File: config.mk
export PLATFORM = sky130hd
export DESIGN_NAME = clk_phase_gen
export DESIGN_NICKNAME = d
export VERILOG_FILES = /design/src/rtl/clk_gen_pkg.sv /design/src/rtl/clk_phase_channel.sv /design/src/rtl/clk_phase_gen.sv
export SDC_FILE = /design/constraint.sdc
export NUM_CORES = 1
export LEC_CHECK = 0
export CAP_MARGIN = 10
export CORE_ASPECT_RATIO = 1.75
export CORE_MARGIN = 2
export CORE_UTILIZATION = 53
export CTS_CLUSTER_DIAMETER = 100
export CTS_CLUSTER_SIZE = 8
export DETAILED_ROUTE_END_ITERATION = 8
export PLACE_DENSITY = 0.71
export SLEW_MARGIN = 0
export SYNTH_ARGS = -nofsm -noshare
export SYNTH_HDL_FRONTEND = slang
export SYNTH_SLANG_ARGS = --single-unit
File: constraint.sdc
create_clock -name clock -period 3.44 [get_ports clock]
set_clock_uncertainty 0.05 [all_clocks]
set_input_delay 0.688 -clock clock [delete_from_list [all_inputs] [get_ports clock]]
set_output_delay 0.688 -clock clock [all_outputs]
set_load 0.02 [all_outputs]
File: src/rtl/clk_gen_pkg.sv
// Shared definitions for the clock-phase generator.
//   state_e   : sequencer states (IDLE, ALIGN, RUN, DRAIN)
//   DIV_W_DEF : default width of the half-period divide value
package clk_gen_pkg;

  localparam int unsigned DIV_W_DEF = 4;

  typedef enum logic [1:0] {
    IDLE,
    ALIGN,
    RUN,
    DRAIN
  } state_e;

endpackage

File: src/rtl/clk_phase_channel.sv
// One derived clock channel: div/phase registers, a single pending update
// slot, the period counter and the registered clk/tick outputs.
// Ports:
//   clk_i, rst_i     master clock, asynchronous active-high reset
//   mode_i           sequencer state driving this channel
//   wr_i             immediate configuration write (IDLE only)
//   stage_i          staged configuration write (RUN only)
//   div_i, phase_i   configuration payload
//   clk_o, tick_o    registered derived clock and rise pulse
//   wrap_o           period boundary this cycle (always true while disabled)
//   stopped_o        channel has finished draining or is disabled
//   pend_o           an update is staged and not yet applied
module clk_phase_channel
  import clk_gen_pkg::*;
#(
  parameter int unsigned DIV_W = DIV_W_DEF
) (
  input  logic             clk_i,
  input  logic             rst_i,
  input  state_e           mode_i,
  input  logic             wr_i,
  input  logic             stage_i,
  input  logic [DIV_W-1:0] div_i,
  input  logic [DIV_W:0]   phase_i,
  output logic             clk_o,
  output logic             tick_o,
  output logic             wrap_o,
  output logic             stopped_o,
  output logic             pend_o
);

  localparam int unsigned CW = DIV_W + 1;

  logic [DIV_W-1:0] div_q, div_d, pdiv_q, pdiv_d;
  logic [CW-1:0]    phase_q, phase_d, cnt_q, cnt_d, last;
  logic             pend_q, pend_d, stop_q, stop_d;
  logic             clk_q, clk_d, tick_q, tick_d;
  logic             active, drain, apply;

  assign last      = {div_q, 1'b0} - CW'(1);
  assign active    = ((mode_i == RUN) || (mode_i == DRAIN)) && !stop_q;
  assign drain     = (mode_i == DRAIN);
  // A disabled channel sits permanently on a boundary, so a staged update
  // for it lands on the very next cycle.
  assign wrap_o    = active && ((div_q == '0) || (cnt_q == last));
  assign apply     = pend_q && wrap_o;
  assign stopped_o = stop_q || ((div_q == '0) && !pend_q);
  assign pend_o    = pend_q;
  assign clk_o     = clk_q;
  assign tick_o    = tick_q;

  always_comb begin
    div_d   = div_q;
    pdiv_d  = pdiv_q;
    phase_d = phase_q;
    pend_d  = pend_q;
    stop_d  = stop_q;
    cnt_d   = cnt_q;
    clk_d   = 1'b0;
    tick_d  = 1'b0;
    unique case (mode_i)
      IDLE: begin
        cnt_d  = '0;
        stop_d = 1'b0;
        if (wr_i) begin
          div_d   = div_i;
          phase_d = phase_i;
        end
      end
      ALIGN: begin
        stop_d = 1'b0;
        cnt_d  = (phase_q < {div_q, 1'b0}) ? phase_q : '0;
        clk_d  = cnt_d < {1'b0, div_q};
      end
      default: begin
        if (active) begin
          if (apply) begin
            div_d  = pdiv_q;
            pend_d = 1'b0;
            cnt_d  = '0;
            if (drain) begin
              stop_d = 1'b1;
            end else begin
              clk_d  = (pdiv_q != '0);
              tick_d = clk_d;
            end
          end else if (div_q == '0) begin
            cnt_d = '0;
          end else if (wrap_o) begin
            cnt_d = '0;
            if (drain) begin
              stop_d = 1'b1;
            end else begin
              clk_d  = 1'b1;
              tick_d = 1'b1;
            end
          end else begin
            cnt_d = cnt_q + CW'(1);
            clk_d = cnt_d < {1'b0, div_q};
          end
        end
        if (stage_i) begin
          pdiv_d  = div_i;
          phase_d = phase_i;
          pend_d  = 1'b1;
        end
      end
    endcase
  end

  always_ff @(posedge clk_i or posedge rst_i) begin
    if (rst_i) begin
      div_q   <= '0;
      pdiv_q  <= '0;
      phase_q <= '0;
      cnt_q   <= '0;
      pend_q  <= 1'b0;
      stop_q  <= 1'b0;
      clk_q   <= 1'b0;
      tick_q  <= 1'b0;
    end else begin
      div_q   <= div_d;
      pdiv_q  <= pdiv_d;
      phase_q <= phase_d;
      cnt_q   <= cnt_d;
      pend_q  <= pend_d;
      stop_q  <= stop_d;
      clk_q   <= clk_d;
      tick_q  <= tick_d;
    end
  end

endmodule

File: src/rtl/clk_phase_gen.sv
// Multi-channel clock-phase generator: sequencer FSM, configuration demux
// and handshake, plus NUM_CH clk_phase_channel instances.
// Ports:
//   clock, reset          master clock, asynchronous active-high reset
//   enable                run request (level)
//   cfg_valid/cfg_ready   configuration handshake
//   cfg_ch/div/phase      target channel, half-period (0 = off), start count
//   clk_out, tick         registered derived clocks and rise pulses
//   locked                running with no update pending
module clk_phase_gen
  import clk_gen_pkg::*;
#(
  parameter int unsigned NUM_CH = 4,
  parameter int unsigned DIV_W  = DIV_W_DEF
) (
  input  logic                      clock,
  input  logic                      reset,
  input  logic                      enable,
  input  logic                      cfg_valid,
  output logic                      cfg_ready,
  input  logic [$clog2(NUM_CH)-1:0] cfg_ch,
  input  logic [DIV_W-1:0]          cfg_div,
  input  logic [DIV_W:0]            cfg_phase,
  output logic [NUM_CH-1:0]         clk_out,
  output logic [NUM_CH-1:0]         tick,
  output logic                      locked
);

  localparam int unsigned CH_W = $clog2(NUM_CH);

  state_e              state_q, state_d;
  logic                armed_q, rdy_q, lock_q;
  logic                accept, pend_any_q, pend_any_d, quiet;
  logic [NUM_CH-1:0]   pend_v, wrap_v, stop_v;

  assign accept     = cfg_valid && rdy_q;
  assign pend_any_q = |pend_v;
  assign pend_any_d = (|(pend_v & ~wrap_v)) || (accept && (state_q == RUN));
  // Handshake reopens only after a full cycle with nothing pending, so the
  // new divide is already in effect when the next write can land.
  assign quiet      = !pend_any_q && !pend_any_d;
  assign cfg_ready  = rdy_q;
  assign locked     = lock_q;

  always_comb begin
    state_d = state_q;
    // armed_q delays the first transition to the second edge after release.
    if (armed_q) begin
      unique case (state_q)
        IDLE:    if (enable) state_d = ALIGN;
        ALIGN:   state_d = RUN;
        RUN:     if (!enable) state_d = DRAIN;
        DRAIN:   if (&stop_v) state_d = IDLE;
        default: state_d = IDLE;
      endcase
    end
  end

  always_ff @(posedge clock or posedge reset) begin
    if (reset) begin
      state_q <= IDLE;
      armed_q <= 1'b0;
      rdy_q   <= 1'b1;
      lock_q  <= 1'b0;
    end else begin
      state_q <= state_d;
      armed_q <= 1'b1;
      rdy_q   <= (state_d == IDLE) || ((state_d == RUN) && quiet);
      lock_q  <= (state_d == RUN) && quiet;
    end
  end

  for (genvar i = 0; i < NUM_CH; i++) begin : g_ch
    logic hit;
    assign hit = accept && (cfg_ch == CH_W'(i));

    clk_phase_channel #(
      .DIV_W(DIV_W)
    ) u_ch (
      .clk_i    (clock),
      .rst_i    (reset),
      .mode_i   (state_q),
      .wr_i     (hit && (state_q == IDLE)),
      .stage_i  (hit && (state_q == RUN)),
      .div_i    (cfg_div),
      .phase_i  (cfg_phase),
      .clk_o    (clk_out[i]),
      .tick_o   (tick[i]),
      .wrap_o   (wrap_v[i]),
      .stopped_o(stop_v[i]),
      .pend_o   (pend_v[i])
    );
  end

endmodule

==> out/results.txt, run 1 <==
# hold bufs at CTS -> 0
RSZ-0062 raised after global routing -> no
Post-synth cell types -> 69
Max Slew Vio Count -> 0
Mapped Area -> 6050 sq um
Routing usage on met1 -> 30.2%
Routability cong. -> 0.906
Die Wd -> 84.8 um
Total Die Area -> 12300 sq um
Grt met3 use -> 3.06%
R2R depth -> 9
RR Startpoint -> g_ch[0].u_ch.div_q[1]
Internal reg-to-reg setup slack -> 0.65 ns
Post-route cell area -> 6680 sq um
CTS tree -> yes
Post-DP HPWL -> 11900 um
Mapped Avg Cell Area -> 10.2 sq um
Max-slew headroom -> 49.4%
Flops & latches, synth -> 93
Antenna violations before repair -> 0
Yosys top cell by area -> dfrtp_1
Clock transition at path regs -> 0.06 ns
Total GRT Usage -> 26.6%
Setup TNS -> 0 ns
Top cells by area, synth -> dfrtp_1 38%, ha_1 9.9%, mux2_2 5.4%
Cell with the most instances after synthesis -> dfrtp_1
P_leak -> 3.18 nW
Post-synth top flop -> dfrtp_1
Core area -> 11100 sq um
Worst EP required -> 3.64 ns
Final Setup Violations -> 0
Vias in the first global route -> 4877
CTS buffer count -> 9
Die Ht -> 145 um
Crit Path Max Fanout -> 6
Share of cells above drive strength 1 -> 11.4%
DR vias -> 4715
CTS sink cnt -> 93
Detail Route Antenna Nets -> 0
Pre-Repair DR Iteration Count -> 5
Crit path kind -> reg2reg
Yosys top cell area share -> 38.0%
Crit share post-route -> 81.0%
Clock Tree Buf Depth -> 2
# IOs -> 25
DRC violations left -> 0
Reg2reg end -> g_ch[0].u_ch.clk_o
Synthesized instance count -> 595
Top cells by count, synth -> 92 x dfrtp_1, 48 x ha_1, 40 x inv_1
Maximum clock rate -> 359 MHz
Largest net degree at the start of global routing -> 57
Asr flop ratio synth -> 100%
Final hold vios -> 0
Hold depth -> 1
Worst-case hold path end point -> g_ch[3].u_ch.pdiv_q[0]
Min Tclk post-route -> 2.79 ns
Starting DRC count in detailed routing -> 300
DP Area -> 6360 sq um
Hold/Removal Path Class -> reg2reg
Power per Cell Area -> 821 nW/um^2
Maximum vdd drop -> 0.396 mV
H-Tree Depth -> 3
CP Data Arrival Time -> 2.99 ns
First-pass GRT wire length -> 25600 um
Placed cells -> 729
NumNets Final -> 671
Detail-routed via count per cell -> 6.33
Outcome -> complete, no violations
Fin cells -> 745
Syn Nets -> 658
Top Usage Layer GRT -> met2
Setup bufs post-CTS -> 0
Final worst slack -> 0.654 ns
Routed wire length -> 15900 um
WL/cell -> 21.3 um
Setup WS pre-CTS -> 0.694 ns
Max_cap viols -> 0
Row count -> 51
Worst slew pin tran -> 0.758 ns
Startpoint types -> register
Worst setup EP type -> register
Clock root cell -> clkbuf_16
Antenna cell count -> 0
PortBufs -> 24
Final Hold Slack -> 0.485 ns
Post-synth EDFFs -> 0
Total grt overflow -> 0
Starting Density -> 54.5%
Critical hold path startpoint -> g_ch[3].u_ch.pdiv_q[0]
Ys Warns -> 0
CTS resizes -> 0
Met2 GRT Util -> 48.3%
Clock Latency Late Sink -> 0.35 ns
Post-synthesis sequential area ratio -> 38.5%
Area Growth Syn to Fin -> 10.4%
## placed cells by master, fill, tap and decap left out, types with 10 or more instances in the layout
master / netlist / routed
mux2_2: 29 / 29
nor3_1: 12 / 12
ha_1: 48 / 48
nand2_1: 27 / 27
nor2_1: 37 / 37
a21oi_1: 36 / 36
clkdlybuf4s50_1: 0 / 24
mux2i_1: 19 / 19
xor2_1: 15 / 15
xnor2_1: 15 / 15
a221o_1: 10 / 10
o21ai_0: 17 / 17
dfrtp_1: 92 / 92
inv_1: 40 / 39
and2_1: 16 / 16
nand3_1: 21 / 21
## registers in the layout, summed over array words and instances, names as in the netlist
name,count
g_ch.u_ch.cnt_q,20
g_ch.u_ch.phase_q,20
g_ch.u_ch.div_q,16
g_ch.u_ch.pdiv_q,16
g_ch.u_ch.clk_o,4
g_ch.u_ch.pend_o,4
g_ch.u_ch.stop_q,4
g_ch.u_ch.tick_o,4
state_q,2
armed_q,1
cfg_ready,1
locked,1
## worst max-delay path, cell delays in order (launching register included)
cell	delay (ns)
dfrtp_1	0.38
inv_1	0.17
ha_1	0.26
a2111oi_0	0.50
or2_2	0.23
and2_1	0.12
ha_1	0.25
a41o_1	0.25
a2111o_1	0.40
o221ai_1	0.07
## per-layer routing
layer / share of wire (%) / routed length (um)
met5: 0 / 0
met4: 4.6 / 734
met3: 3.1 / 489
met2: 54 / 8600
met1: 38 / 6040
## cell families (layout without fill, tap and decap cells)
family	Yosys count	after routing	share of synthesized area (%)
flops	93	93	38.5
mux	52	52	9.53
buf+inv	66	84	4.86
xor+xnor	33	33	5.46
simple gates	162	162	14.5
other cells	1	1	0.0620
compound gates	140	140	17.2
fa+ha+maj	48	48	9.92
## stage by stage
stage / power, mW / utilization [%]
final: 5.49 / 60.2
after global routing: 5.89 / 60.2
after CTS: 5.48 / 60.2
after detailed placement: 4.37 / 57.3
after global placement: 4.25 / 57.3
after floorplan: 3.70 / -
## layout make-up
type,count,area (sq um)
inverters,40,151
clock buffers,11,243
repair buffers,28,283
clock inverters,5,83.8
flip-flops and latches,93,2330
well taps,132,165
multi-input cells,436,3430
fillers,964,4420
## where the power goes
| group | switching [mW] | internal, mW | leakage [nW] |
|---|---|---|---|
| Clock | 0.437 | 0.659 | 0.152 |
| Sequential | 0.472 | 1.40 | 1.19 |
| Combinational | 1.37 | 1.15 | 1.84 |
## worst max-delay path by stage
stage | from | to | slack, ns
finish | g_ch[0].u_ch.div_q[1] | g_ch[0].u_ch.clk_o | 0.65
CTS | g_ch[1].u_ch.div_q[1] | g_ch[1].u_ch.clk_o | 0.67
detailed placement | g_ch[0].u_ch.div_q[1] | g_ch[0].u_ch.clk_o | 0.69
global placement | cfg_valid | g_ch[2].u_ch.pdiv_q[3] | 0.78
global route | g_ch[0].u_ch.div_q[1] | g_ch[0].u_ch.clk_o | 0.41
floorplan | reset | armed_q | 0.28
Power figures use the tool's default switching activity.
==> run 2, diff against run 1 <==
--- a/config.mk
+++ b/config.mk
@@ -12,7 +12,7 @@
 export CTS_CLUSTER_DIAMETER = 100
 export CTS_CLUSTER_SIZE = 8
 export DETAILED_ROUTE_END_ITERATION = 8
-export PLACE_DENSITY = 0.71
+export PLACE_DENSITY = 0.74
 export SLEW_MARGIN = 0
 export SYNTH_ARGS = -nofsm -noshare
 export SYNTH_HDL_FRONTEND = slang
==> constraint.sdc (replaced) <==
create_clock -name clock -period 2.4 [get_ports clock]
set_clock_uncertainty 0.05 [all_clocks]
set_input_delay 0.48 -clock clock [delete_from_list [all_inputs] [get_ports clock]]
set_output_delay 0.48 -clock clock [all_outputs]
set_load 0.02 [all_outputs]
==> run 2 against run 1 <==
Against the previous run:
- first-iteration DRC count down 4.7%
- clock-buffer cell count down 2
- maximum frequency increased by 18%
- die area unchanged
- sequential cell count unchanged
- critical path depth did not move
- sequential power is 38% higher
- worst hold slack worse by 0.011 ns
- setup slack worse by 0.62 ns
- clock power grew 31%
- critical endpoint unchanged
==> out/results.txt, run 2 (synthesized netlist as in run 1, its figures left out) <==
Outcome -> complete, no violations (unchanged)
Total GRT Usage -> 27.9% (was 26.6%)
Crit path max-delay cell type -> dfrtp_1 (was a2111oi_0)
Clock Latency Late Sink -> 0.35 ns (about the same)
RSZ-0062 raised after global routing -> yes (was no)
Vias in the first global route -> 5296 (was 4877)
Hold/Removal Path Class -> reg2reg (unchanged)
Worst setup EP type -> register (unchanged)
Total grt overflow -> 0 (unchanged)
Core area -> 11100 sq um (unchanged)
RR Startpoint -> g_ch[0].u_ch.div_q[1] (unchanged)
First-pass GRT wire length -> 26900 um (was 25600 um)
Critical path cell sequence -> inv_2 -> ha_4 -> a2111oi_4 -> or2_4 -> and2_4 -> ha_4 -> a41o_1 -> a2111o_1 -> o221ai_2 (was inv_1 -> ha_1 -> a2111oi_0 -> or2_2 -> and2_1 -> ha_1 -> a41o_1 -> a2111o_1 -> o221ai_1)
H-Tree Depth -> 3 (unchanged)
Worst-case hold path end point -> g_ch[3].u_ch.pdiv_q[3] (was g_ch[3].u_ch.pdiv_q[0])
Setup TNS -> 0 ns (unchanged)
CTS buffer count -> 9 (unchanged)
# IOs -> 25 (unchanged)
Routability cong. -> 0.981 (was 0.906)
Die Ht -> 145 um (unchanged)
Crit Path Max Fanout -> 4 (was 6)
Total Die Area -> 12300 sq um (unchanged)
Max Slew Vio Count -> 0 (unchanged)
Crit share post-route -> 98.6% (was 81.0%)
CTS tree -> yes (unchanged)
Max-slew headroom -> 65.5% (was 49.4%)
Internal reg-to-reg setup slack -> 0.03 ns (was 0.65 ns)
Largest net degree at the start of global routing -> 94 (was 57)
Routed wire length -> 16800 um (was 15900 um)
Detail-routed via count per cell -> 6.43 (was 6.33)
Post-route cell area -> 7150 sq um (was 6680 sq um)
CP Data Arrival Time -> 2.59 ns (was 2.99 ns)
Clock Tree Buf Depth -> 2 (unchanged)
Power per Cell Area -> 1180 nW/um^2 (was 821 nW/um^2)
NumNets Final -> 718 (was 671)
Antenna cell count -> 0 (unchanged)
DP Area -> 6660 sq um (was 6360 sq um)
Min Tclk post-route -> 2.37 ns (was 2.79 ns)
Critical hold path startpoint -> g_ch[3].u_ch.pdiv_q[3] (was g_ch[3].u_ch.pdiv_q[0])
Maximum clock rate -> 423 MHz (was 359 MHz)
Clock transition at path regs -> 0.07 ns (was 0.06 ns)
CTS sink cnt -> 93 (unchanged)
Top Registers -> g_ch.u_ch.cnt_q: 20 flops, g_ch.u_ch.phase_q: 20 flops (unchanged)
Final Setup Violations -> 0 (unchanged)
Row count -> 51 (unchanged)
Reg2reg end -> g_ch[0].u_ch.clk_o (unchanged)
# hold bufs at CTS -> 0 (unchanged)
Detail Route Antenna Nets -> 0 (unchanged)
Area Growth Syn to Fin -> 18.1% (was 10.4%)
Starting DRC count in detailed routing -> 286 (was 300)
Most frequent cells in the layout -> 91 x dfrtp_1, 50 x buf_4, 42 x ha_1 (was 92 x dfrtp_1, 48 x ha_1, 39 x inv_1)
Max_cap viols -> 0 (unchanged)
Worst path max stage delay -> 0.40 ns (was 0.50 ns)
Maximum vdd drop -> 0.574 mV (was 0.396 mV)
Commonest non-fill, non-tap cell in the layout -> dfrtp_1 (unchanged)
Startpoint types -> register (unchanged)
Starting Density -> 54.5% (unchanged)
Crit path kind -> reg2reg (unchanged)
Total power -> 8.44 mW (was 5.49 mW)
Post-DP HPWL -> 11900 um (about the same)
Worst EP required -> 2.62 ns (was 3.64 ns)
Most frequent cell on the critical path -> ha_4 (was ha_1)
Worst slew pin tran -> 0.505 ns (was 0.758 ns)
P_leak -> 3.40 nW (was 3.18 nW)
Clock root cell -> clkbuf_16 (unchanged)
WL/cell -> 21.3 um (about the same)
Hold depth -> 1 (unchanged)
Pre-Repair DR Iteration Count -> 4 (was 5)
Die Wd -> 84.8 um (unchanged)
PortBufs -> 24 (unchanged)
Share of cells above drive strength 1 -> 21.1% (was 11.4%)
Antenna violations before repair -> 0 (unchanged)
DRC violations left -> 0 (unchanged)
DR vias -> 5086 (was 4715)
Fill cells -> 892 (was 964)
Final hold vios -> 0 (unchanged)
R2R depth -> 9 (unchanged)
-- run 2: metrics by stage --
step / hold slack, ns / worst slack (ns) / util, % / cells
3_5_place_dp: 0.459 / -0.134 / 60.0 / 768
2_1_floorplan: 0.417 / 0.0205 / - / 595
3_3_place_gp: 0.458 / 0.00137 / 60.0 / 768
6_report: 0.474 / 0.0345 / 64.4 / 791
5_1_grt: 0.503 / -0.0812 / 64.4 / 791
4_1_cts: 0.474 / 0.0168 / 63.4 / 785
-- run 2: worst max-delay path by stage --
stage,depth (start not counted),endpoint,slack (ns),start
6_report,9,g_ch[0].u_ch.clk_o,0.03,g_ch[0].u_ch.div_q[1]
5_1_grt,10,g_ch[1].u_ch.clk_o,-0.08,g_ch[1].u_ch.phase_q[2]
4_1_cts,9,g_ch[0].u_ch.clk_o,0.02,g_ch[0].u_ch.div_q[1]
3_5_place_dp,9,g_ch[0].u_ch.clk_o,-0.13,g_ch[0].u_ch.div_q[1]
3_3_place_gp,8,g_ch[0].u_ch.clk_o,0.001,g_ch[0].u_ch.phase_q[2]
2_1_floorplan,9,g_ch[0].u_ch.clk_o,0.02,g_ch[0].u_ch.div_q[1]
-- run 2: layer usage --
metal  up-vias  GRT usage, %  wire (um)
met1      2538          31.0       6380
met2       183          49.4       8880
li1       2296             -          -
met5         -             0          0
met4         0          16.2        907
met3        69          4.31        680
-- run 2: repair_timing --
action / 4_1_cts / 5_1_grt
resized for setup: 10 / 14
setup endpoints to repair: 3 / 6
pin swaps: 4 / 9
setup buffers: 2 / 6
-- run 2: area by class of cell --
type / count / area (sq um) / share of cell area (%)
clock inverter: 6 / 65.1 / 0.910
sequential: 93 / 2330 / 32.6
inverter: 40 / 154 / 2.15
tap: 132 / 165 / 2.31
clock buffer: 9 / 225 / 3.15
timing repair buffer: 75 / 636 / 8.89
multi-input combinational: 436 / 3570 / 50.0
-- run 2: worst max-delay path: cells and delay by family (launching register included) --
kind,cells,cell delay (ns)
AO/OA/AOI/OAI,4,1.02
adder cells (fa/ha/maj),2,0.40
buffers and inverters,1,0.08
flip-flops,1,0.40
AND/OR/NAND/NOR,2,0.34
-- run 2: power breakdown --
group | internal [mW] | switching [mW] | total, mW
Sequential | 2.01 | 0.587 | 2.60
Combinational | 2.11 | 2.30 | 4.41
Clock | 0.802 | 0.635 | 1.44
==> run 3, diff against run 2 <==
--- a/config.mk
+++ b/config.mk
@@ -13,6 +13,7 @@
 export CTS_CLUSTER_SIZE = 8
 export DETAILED_ROUTE_END_ITERATION = 8
 export PLACE_DENSITY = 0.74
+export REMOVE_ABC_BUFFERS = 1
 export SLEW_MARGIN = 0
 export SYNTH_ARGS = -nofsm -noshare
 export SYNTH_HDL_FRONTEND = slang
==> run 3 against run 2 <==
Against the previous run:
- the flow now finishes with violations (negative setup slack)
- via count shrank 2.3%
- die area is the same
- routed wire length shrank 0.40%
- global-route usage shrank 0.054 points
- clock power grew 7%
- clock-buffer cell count grew 2
- sequential share of layout area shrank 0.41 points
- cell area grew 1.2%
- critical path depth grew 1
- combinational power grew 3%
- cell count shrank 0.25%
==> out/results.txt, run 3 (synthesized netlist as in run 1, its figures left out) <==
Core area -> 11100 sq um (unchanged)
CTS tree -> yes (unchanged)
CP Data Arrival Time -> 2.63 ns (was 2.59 ns)
FF+latch area -> 2330 sq um (about the same)
Commonest non-fill, non-tap cell in the layout -> dfrtp_1 (unchanged)
Clock root cell -> clkbuf_16 (unchanged)
CTS buffer count -> 9 (unchanged)
Crit share post-route -> 101% (was 98.6%)
Int Pwr -> 5.08 mW (was 4.92 mW)
DR vias -> 4969 (was 5086)
H-Tree Depth -> 3 (unchanged)
WL/cell -> 21.3 um (about the same)
Row count -> 51 (unchanged)
Largest net degree at the start of global routing -> 35 (was 94)
Vias in the first global route -> 5157 (was 5296)
Psw -> 3.56 mW (was 3.52 mW)
Antenna violations before repair -> 0 (unchanged)
Antenna cell count -> 0 (unchanged)
Max_cap viols -> 0 (unchanged)
Clock transition at path regs -> 0.06 ns (was 0.07 ns)
First-pass GRT wire length -> 26800 um (was 26900 um)
# IOs -> 25 (unchanged)
Final Setup Violations -> 1 (was 0)
Critical path's top delay family -> compound AO/OA/AOI/OAI gates (unchanged)
Multi-input logic area -> 3640 sq um (was 3570 sq um)
Worst slew pin tran -> 0.586 ns (was 0.505 ns)
DRC violations left -> 0 (unchanged)
Total Die Area -> 12300 sq um (unchanged)
Die Ht -> 145 um (unchanged)
Failing checks -> negative setup slack
Switch share -> 41.2% (was 41.7%)
Maximum vdd drop -> 0.719 mV (was 0.574 mV)
Max Slew Vio Count -> 0 (unchanged)
P_leak -> 3.41 nW (was 3.40 nW)
Buf+Inv Stages, Crit Path -> 1 (unchanged)
Clock Tree Buf Depth -> 2 (unchanged)
PortBufs -> 24 (unchanged)
Total GRT Usage -> 27.8% (was 27.9%)
Hold/Removal Path Class -> in2async (was reg2reg)
Crit path kind -> reg2reg (unchanged)
Crit path max-delay cell type -> dfrtp_1 (unchanged)
Total grt overflow -> 0 (unchanged)
Area Growth Syn to Fin -> 19.6% (was 18.1%)
Fill cells -> 871 (was 892)
Detail Route Antenna Nets -> 0 (unchanged)
CTS sink cnt -> 93 (unchanged)
Most frequent cell on the critical path -> ha_4 (unchanged)
Clock Latency Late Sink -> 0.35 ns (about the same)
RSZ-0062 raised after global routing -> yes (unchanged)
NumNets Final -> 715 (was 718)
Crit Path Max Fanout -> 4 (unchanged)
# hold bufs at CTS -> 0 (unchanged)
Sequential share of power -> 29.9% (was 30.8%)
Worst setup EP type -> register (unchanged)
Final hold vios -> 0 (unchanged)
Util after Layout -> 65.2% (was 64.4%)
Detail-routed via count per cell -> 6.30 (was 6.43)
Power per Cell Area -> 1190 nW/um^2 (was 1180 nW/um^2)
Maximum clock rate -> 413 MHz (was 423 MHz)
Final Hold Slack -> 0.416 ns (was 0.474 ns)
Starting DRC count in detailed routing -> 265 (was 286)
Critical path cell sequence -> inv_2 -> ha_4 -> a2111oi_4 -> or2_4 -> and2_4 -> ha_4 -> a21oi_2 -> o22ai_2 -> a2111o_1 -> o221ai_2 (was inv_2 -> ha_4 -> a2111oi_4 -> or2_4 -> and2_4 -> ha_4 -> a41o_1 -> a2111o_1 -> o221ai_2)
Part of the power in the clock network -> 17.8% (was 17.0%)
Die Wd -> 84.8 um (unchanged)
Min Tclk post-route -> 2.42 ns (was 2.37 ns)
Startpoint types -> register (unchanged)
Final worst slack -> -0.0186 ns (was 0.0345 ns)
Max-slew headroom -> 60.4% (was 65.5%)
Worst EP required -> 2.61 ns (was 2.62 ns)
Total power -> 8.64 mW (was 8.44 mW)
Starting Density -> 54.5% (unchanged)
Top Registers -> g_ch.u_ch.cnt_q: 20 flops, g_ch.u_ch.phase_q: 20 flops (unchanged)
Pre-Repair DR Iteration Count -> 5 (was 4)
Logic pwr share -> 52.4% (was 52.2%)
Post-DP HPWL -> 12300 um (was 11900 um)
Worst path max stage delay -> 0.40 ns (about the same)
Internal reg-to-reg setup slack -> -0.02 ns (was 0.03 ns)
Outcome -> finished, violations left (was complete, no violations)
Routability cong. -> 0.936 (was 0.981)
Share of cells above drive strength 1 -> 21.6% (was 21.1%)
Most frequent cells in the layout -> 92 x dfrtp_1, 44 x buf_4, 41 x ha_1 (was 91 x dfrtp_1, 50 x buf_4, 42 x ha_1)
Routed wire length -> 16800 um (about the same)
-- run 3: final timing paths --
path                                        startpoint                     end  depth (start not counted)
worst max register to register   g_ch[0].u_ch.div_q[1]      g_ch[0].u_ch.clk_o                         10
min in group clock              g_ch[3].u_ch.pdiv_q[2]  g_ch[3].u_ch.pdiv_q[2]                          1
worst min-delay path                             reset   g_ch[2].u_ch.cnt_q[2]                          2
max in group asynchronous                        reset               cfg_ready                          3
worst max-delay path             g_ch[0].u_ch.div_q[1]      g_ch[0].u_ch.clk_o                         10
worst min register to register  g_ch[3].u_ch.pdiv_q[2]  g_ch[3].u_ch.pdiv_q[2]                          1
-- run 3: final cells by class --
| cell class | count | share of cell area [%] |
|---|---|---|
| Timing Repair Buffer | 72 | 8.75 |
| Tap cell | 132 | 2.28 |
| Clock buffer | 11 | 3.22 |
| Inverter | 40 | 2.09 |
| Sequential cell | 93 | 32.2 |
| Multi-Input combinational cell | 436 | 50.3 |
| Clock inverter | 5 | 1.18 |
-- run 3: what timing repair did --
item	CTS	global route
endpoints found under the setup margin	2	6
pin swaps	9	17
resized for setup	20	21
buffers inserted	2	3
-- run 3: power by group through the flow --
stage                     clock network [mW]  logic [mW]  registers, mW
final                                   1.54        4.53           2.58
after global routing                    1.63        4.95           2.64
after CTS                               1.56        4.22           2.57
after detailed placement                   0        3.96           2.59
after global placement                     0        3.77           2.57
after floorplan                            0        2.66           2.54
-- run 3: stage by stage --
| stage | instances | setup slack (ns) | TNS, ns | cell area [sq um] |
|---|---|---|---|---|
| 2_1_floorplan | 569 | -0.549 | -50.59 | 5910 |
| 3_3_place_gp | 768 | -0.0912 | -0.0953 | 6660 |
| 3_5_place_dp | 768 | -0.276 | -0.381 | 6660 |
| 4_1_cts | 786 | 0.0123 | 0 | 7110 |
| 5_1_grt | 789 | -0.0890 | -0.175 | 7240 |
| 6_report | 789 | -0.0186 | -0.0186 | 7240 |
-- run 3: routing by layer --
| layer | track usage, % | vias up | routed length [um] |
|---|---|---|---|
| li1 | - | 2289 | - |
| met1 | 31.0 | 2440 | 6060 |
| met2 | 49.2 | 183 | 9030 |
| met3 | 4.42 | 57 | 765 |
| met4 | 16.0 | 0 | 924 |
| met5 | 0 | - | 0 |
